**config.mk**
```make
export PLATFORM = sky130hd
export DESIGN_NAME = sample_delay_line_mc
export DESIGN_NICKNAME = d
export VERILOG_FILES = /design/src/rtl/sample_delay_line_mc.sv
export SDC_FILE = /design/constraint.sdc
export NUM_CORES = 2
export LEC_CHECK = 0
export CAP_MARGIN = 25
export CORE_ASPECT_RATIO = 0.8
export CORE_MARGIN = 1.5
export CORE_UTILIZATION = 38
export DETAILED_ROUTE_END_ITERATION = 16
export GPL_ROUTABILITY_DRIVEN = 0
export PLACE_DENSITY_LB_ADDON = 0.3
export SYNTH_ARGS = -nofsm -noshare
export SYNTH_HDL_FRONTEND = slang
export SYNTH_SLANG_ARGS = --single-unit
```
**constraint.sdc**
```tcl
create_clock -name clk -period 4.7 [get_ports clk]
set_input_delay 0.47 -clock clk [delete_from_list [all_inputs] [get_ports clk]]
set_output_delay 0.47 -clock clk [all_outputs]
set_load 0.02 [all_outputs]
```
**src/rtl/sample_delay_line_mc.sv**
```systemverilog
// rtl/sample_delay_line_mc.sv - multi-channel runtime-programmable sample delay line on a circular RAM
module sample_delay_line_mc #(
    parameter int DATA_WIDTH = 16,
    parameter int NUM_CH     = 2,
    parameter int LOG2_DEPTH = 7
) (
    input  logic                         clk,
    input  logic                         rst,
    input  logic [LOG2_DEPTH-1:0]        delay_ctl,
    input  logic [NUM_CH*DATA_WIDTH-1:0] data_in,
    input  logic                         data_in_valid,
    output logic [NUM_CH*DATA_WIDTH-1:0] data_out,
    output logic                         data_out_valid,
    output logic                         primed,
    output logic [LOG2_DEPTH-1:0]        delay_active
);

    localparam int W     = NUM_CH * DATA_WIDTH;
    localparam int DEPTH = 1 << LOG2_DEPTH;
    localparam logic [LOG2_DEPTH-1:0] PTR_ONE = LOG2_DEPTH'(1);

    logic [W-1:0]          ram [DEPTH];
    logic [LOG2_DEPTH-1:0] wr_ptr_q, wr_ptr_d;
    logic [LOG2_DEPTH-1:0] fill_cnt_q, fill_cnt_d;
    logic [LOG2_DEPTH-1:0] delay_q, delay_d;
    logic [LOG2_DEPTH-1:0] rd_addr;
    logic [W-1:0]          data_out_q, data_out_d;
    logic                  valid_q, valid_d;
    logic                  enough_hist;

    always_comb begin
        wr_ptr_d    = wr_ptr_q;
        fill_cnt_d  = fill_cnt_q;
        delay_d     = delay_ctl;
        data_out_d  = data_out_q;
        valid_d     = 1'b0;
        // Pre-increment pointer minus delay; for nonzero delay this never hits the write slot.
        rd_addr     = wr_ptr_q - delay_q;
        enough_hist = (fill_cnt_q >= delay_q);
        if (data_in_valid) begin
            wr_ptr_d = wr_ptr_q + PTR_ONE;
            if (fill_cnt_q != '1) begin
                fill_cnt_d = fill_cnt_q + PTR_ONE;
            end
            if (enough_hist) begin
                valid_d    = 1'b1;
                data_out_d = (delay_q == '0) ? data_in : ram[rd_addr];
            end
        end
    end

    always_ff @(posedge clk) begin
        if (rst) begin
            wr_ptr_q   <= '0;
            fill_cnt_q <= '0;
            delay_q    <= '0;
            data_out_q <= '0;
            valid_q    <= 1'b0;
        end else begin
            wr_ptr_q   <= wr_ptr_d;
            fill_cnt_q <= fill_cnt_d;
            delay_q    <= delay_d;
            data_out_q <= data_out_d;
            valid_q    <= valid_d;
        end
    end

    // RAM contents are never cleared; fill_cnt alone keeps stale entries from being read.
    always_ff @(posedge clk) begin
        if (!rst && data_in_valid) begin
            ram[wr_ptr_q] <= data_in;
        end
    end

    assign data_out       = data_out_q;
    assign data_out_valid = valid_q;
    assign primed         = ~rst & enough_hist;
    assign delay_active   = delay_q;

endmodule

```
**Word level (Yosys, flattened, before mapping)**

Memories as Yosys holds them, arrays and structs flattened. A register that Yosys moved wholly into a read port is not among the register bits.
Index checks and enable logic that the tools add are counted.

- Bits of input ports: 42
- Register bits after elaboration: 22
- Memories: 1
- Bits in writable memories: 4096

- Equal/unequal tests: 1
- Bitwise gates (word level): 3
- Reduce and logical (&&, ||, !) cells: 5
- Mux-type cells: 3
- Order comparisons: 1
- $add $sub $neg: 3

Memories:

| memory | depth | bits a word | read ports | clocked after memory_dff | wr ports | line | RTL |
|---|---|---|---|---|---|---|---|
| ram | 128 | 32 | 1 | 1 | 1 | 22 | `logic [W-1:0] ram [DEPTH];` |

Operator list:

| cell | number |
|---|---|
| $add A7 B1 Y7 const B | 2 |
| $ge A7 B7 Y1 | 1 |
| $ne A7 B7 Y1 const B | 1 |
| $sub A7 B7 Y7 | 1 |
| $reduce_and A2 Y1 | 2 |
| $mux W1 | 3 |
| $not A1 Y1 | 2 |
| $reduce_or A2 Y1 | 1 |
| $and A1 B1 Y1 | 1 |
| $logic_and A1 B1 Y1 | 1 |
| $logic_not A1 Y1 | 1 |

**Longest topological paths before layout**

- Word-level depth: 4
- Mapped depth: 17
- Gate-level depth less buffers: 11

**Worst setup path after synthesis**

Ideal clock, no wire load.

- Kind: register to register
- From: reg wr_ptr_q[1]
- To: reg data_out_q[1], in the netlist data_out[1] (read register of ram)
- Stages on the path, launching flop included: 14
- Required time: 4.572 ns
- Period minus slack after synthesis: 3.991 ns
- Arrival: 3.863 ns
- Slack: 0.709 ns
- Path through: dfxtp_1 -> clkbuf_1 -> clkinv_1 -> fa_1 -> xnor2_2 -> buf_2 -> buf_2 -> buf_2 -> mux4_2 -> mux4_2 -> nand2_1 -> nand2_1 -> nand2_1 -> nand3_1

- Cells in the longest elaborated chain, start to end: 1

RTL lines:

| item | line | RTL |
|---|---|---|
| start: declaration | 23 | `logic [LOG2_DEPTH-1:0] wr_ptr_q, wr_ptr_d;` |
| start signal: assignment | 60 | `wr_ptr_q <= wr_ptr_d;` |
| $sub A7 B7 Y7 | 38 | `rd_addr = wr_ptr_q - delay_q;` |
| end: declaration | 27 | `logic [W-1:0] data_out_q, data_out_d;` |

Every way passes these cells.
A chain may end at the register's enable or synchronous reset.

**Worst setup path in the final report**

- From: reg wr_ptr_q[0]
- To: reg data_out_q[22], in the netlist data_out[22] (read register of ram)

Same word-level chain as after synthesis.

==> flow_metrics.tcl <==
set metrics [dict create \
    syn-num-nets 7166 \
    placed_cells 12850 \
    grt.total_usage_pct 20.8 \
    rsz0062_at_grt "yes" \
    synth.avg_cell_area_um2 22.4 \
    overflow 0 \
    worstSetupPathType "reg -> reg" \
    layout-drive-gt1-share_pct 29.9 \
    worstPathArrival_ns 5.45 \
    numCtsBuffers 390 \
    vias 79133 \
    drt-initial-drc-count 11046 \
    synth-seq-cells 4150 \
    tightest_slew_ns 1.16 \
    final_cells 13582 \
    power_density_nw_per_um2 450 \
    crit_slowest_cell "fa_4" \
    cts.htree.levels 5 \
    maxCapViolations 0 \
    routed_wl_mm 447 \
    whs_path_depth 1 \
    crit_path_max_incr_delay_ns 0.90 \
    syn_to_final_growth_pct 15.4 \
    period_share_pct 99.7 \
    layout.cells.most_common "edfxtp_1" \
    startpoint_type "flop" \
    cp_cell_sequence "inv_1 > ha_4 > fa_4 > buf_12 > buf_12 > buf_4 > mux4_2 > mux4_2 > nand2_1 > nand2_1 > a222oi_1 > nand3_1" \
    fin_crit_ns 4.68 \
    ys_warn_count 0 \
    p_sw_w 0.0205 \
    hold_class "in -> reg" \
    critPathRequiredTime_ns 5.46 \
    synth.distinct_cells 64 \
    clk_pin_slew_worst_paths_ns 0.06 \
    die_h_um 582 \
    dp_hpwl_mm 264 \
    combPwrFrac_pct 13.6 \
    async_flop_share_pct 0 \
    crit_start "wr_ptr_q[0]" \
    drt_first_pass_iters 9 \
    setup_violations 0 \
    p_leak_nw 57.4 \
    cp-end-kind "flop" \
    r2r-end "data_out[22]" \
    seqPwrFrac_pct 49.3 \
    nNetsFinal 7755 \
    cts_num_sinks 4150 \
    start_util_pct 38.2 \
    fmax_mhz 213 \
    vias_per_cell 5.83 \
    skew_ns 0.0826 \
    synth_enable_flop_cells 4096 \
    mostFrequentLayoutCells "edfxtp_1 (4096), mux4_2 (1161), nand2_1 (558)" \
    syn_inst 7108 \
    finalHoldViolCount 0 \
    antenna_found_initial 32 \
    rows 212 \
    slew_headroom_pct 22.9 \
    clockBufferDepth 4 \
    cts-root-buf "clkbuf_16" \
    die-area_um2 423000 \
    outcome "completed" \
    final_core_util_pct 44.1 \
    clk_latency_ns 0.97 \
    hold_start "data_in[3]" \
    reg2reg_slack_ns 0.02 \
    die_w_um 727 \
    p_int_w 0.0623 \
    switching_share_pct 24.7 \
    slew_viol_final 0 \
    r2r-start "wr_ptr_q[0]" \
    ioPinCount 83 \
    min_to "ram[102][3]" \
    ir_drop_v 0.000300 \
    clkPwrFrac_pct 37.1 \
    grt_start_max_net_pins 91 \
    grt_pass1_wl_mm 624 \
    drtAntennaViolNets 0 \
    netlist_area_um2 159000 \
    grt_pass1_vias 78953 \
    avgRoutedWirePerCell_um 32.9 \
    rr_worst_depth 12 \
    core-area_um2 417000 \
    drc 0 \
    portBuffers 82 \
    tritoncts "yes" \
    yosysSeqAreaShare_pct 77.9 \
    fillCellCount 35065 \
    ys.flop_type "edfxtp_1" \
    path_max_fanout 39 \
]
## Yosys cell counts (all sizes together) (7+ instances only)
library cell | number | area share, %
a22oi | 9 | 0.042
a22o | 9 | 0.049
nor4b | 10 | 0.055
a211o | 27 | 0.15
a311oi | 37 | 0.20
a32oi | 13 | 0.071
nand3 | 123 | 0.39
nor2b | 15 | 0.059
buf | 208 | 0.63
o21ai | 29 | 0.091
ha | 15 | 0.12
and3 | 38 | 0.15
xnor2 | 7 | 0.043
clkbuf | 194 | 0.46
o31ai | 18 | 0.085
a222oi | 16 | 0.10
inv | 15 | 0.035
xor2 | 11 | 0.060
a21oi | 72 | 0.23
or4 | 10 | 0.047
nand2 | 561 | 1.3
nor3 | 11 | 0.035
a31oi | 15 | 0.059
dfxtp | 54 | 0.68
nand3b | 18 | 0.085
a211oi | 18 | 0.088
mux2i | 24 | 0.15
mux4 | 1161 | 16
edfxtp | 4096 | 77
o211ai | 24 | 0.11
nand4 | 9 | 0.035
nor2 | 189 | 0.45
## worst max-delay path: cells and delay by family (launching register included)
kind / cells / cell delay (ns)
adders and majority gates: 2 / 1.10
buffers and inverters: 4 / 0.98
muxes: 2 / 0.92
AOI/OAI and AO/OA: 1 / 0.70
DFF: 1 / 0.37
and+or+nand+nor: 3 / 0.35
## per-stage QoR
stage | instance area (µm²) | worst slack (ns) | hold WS [ns] | TNS (ns) | total power [W]
6_report | 184000 | 0.0151 | 0.0610 | 0 | 0.0827
5_1_grt | 184000 | -0.0947 | 0.0388 | -0.0947 | 0.0850
4_1_cts | 184000 | 0.0467 | 0.00809 | 0 | 0.0832
3_5_place_dp | 171000 | -0.143 | 0.501 | -0.209 | 0.0528
3_3_place_gp | 171000 | -1.13 | 0.496 | -7.91 | 0.0527
2_1_floorplan | 159000 | 0.709 | 0.463 | 0 | 0.0479
## routing by layer
metal  up-vias  share of wire (%)  global-route usage (%)
met5         -             0.0029                       0
li1      31157                  -                       -
met3       590                9.7                    4.15
met1     43325                 42                    30.7
met2      4059                 46                    31.7
met4         2                2.8                    5.57
## cell type report
cell class / count / area [µm²] / share of cell area (%)
tap: 5564 / 6960 / 3.79
timing repair buffer: 599 / 5890 / 3.21
multi-input combinational: 2540 / 34600 / 18.8
antenna: 8 / 20.0 / 0.0109
clock inverter: 200 / 1770 / 0.962
clock buffer: 505 / 10400 / 5.65
inverter: 16 / 60.1 / 0.0327
sequential: 4150 / 124000 / 67.5
## cell families (layout without fill, tap and decap cells)
kind of cell             Yosys count  in the layout  share of synthesized area [%]
other                              0              8                              0
buffers and inverters            418           1320                           1.13
multiplexers                    1185           1185                           16.6
AO/OA/AOI/OAI                    316            316                           1.43
AND/OR/NAND/NOR                 1003           1003                           2.70
flip-flops                      4150           4150                           77.9
XOR/XNOR                          20             20                          0.132
adder cells (fa/ha/maj)           16             16                          0.130
## how the worst max path moves through the flow
stage | endpoint | slack (ns) | depth (start not counted)
2_1_floorplan | data_out[1] | 0.71 | 13
3_3_place_gp | data_out[27] | -1.13 | 11
3_5_place_dp | data_out[25] | -0.14 | 11
4_1_cts | data_out[8] | 0.05 | 9
5_1_grt | data_out[22] | -0.09 | 12
6_report | data_out[22] | 0.02 | 12
## power groups by stage
stage	Clock [W]	Combinational, W	Sequential (W)
finish	0.0307	0.0112	0.0408
global route	0.0325	0.0118	0.0407
CTS	0.0312	0.0113	0.0408
detailed placement	0	0.0112	0.0416
global placement	0	0.0111	0.0415
floorplan	0	0.00635	0.0415
## registers in the layout, indices dropped and copies added (netlist names)
name / flops
delay_active: 7
ram: 4096
fill_cnt_q: 7
data_out: 32
data_out_valid: 1
wr_ptr_q: 7
## repair_timing
action,in CTS,in global routing
cloned,0,1
buffers inserted,5,0
pin swaps,2,2
hold buffers,4,4
setup endpoints to repair,3,8
endpoints found under the hold margin,42,69
resized for setup,1,8
Power figures use the tool's default switching activity.
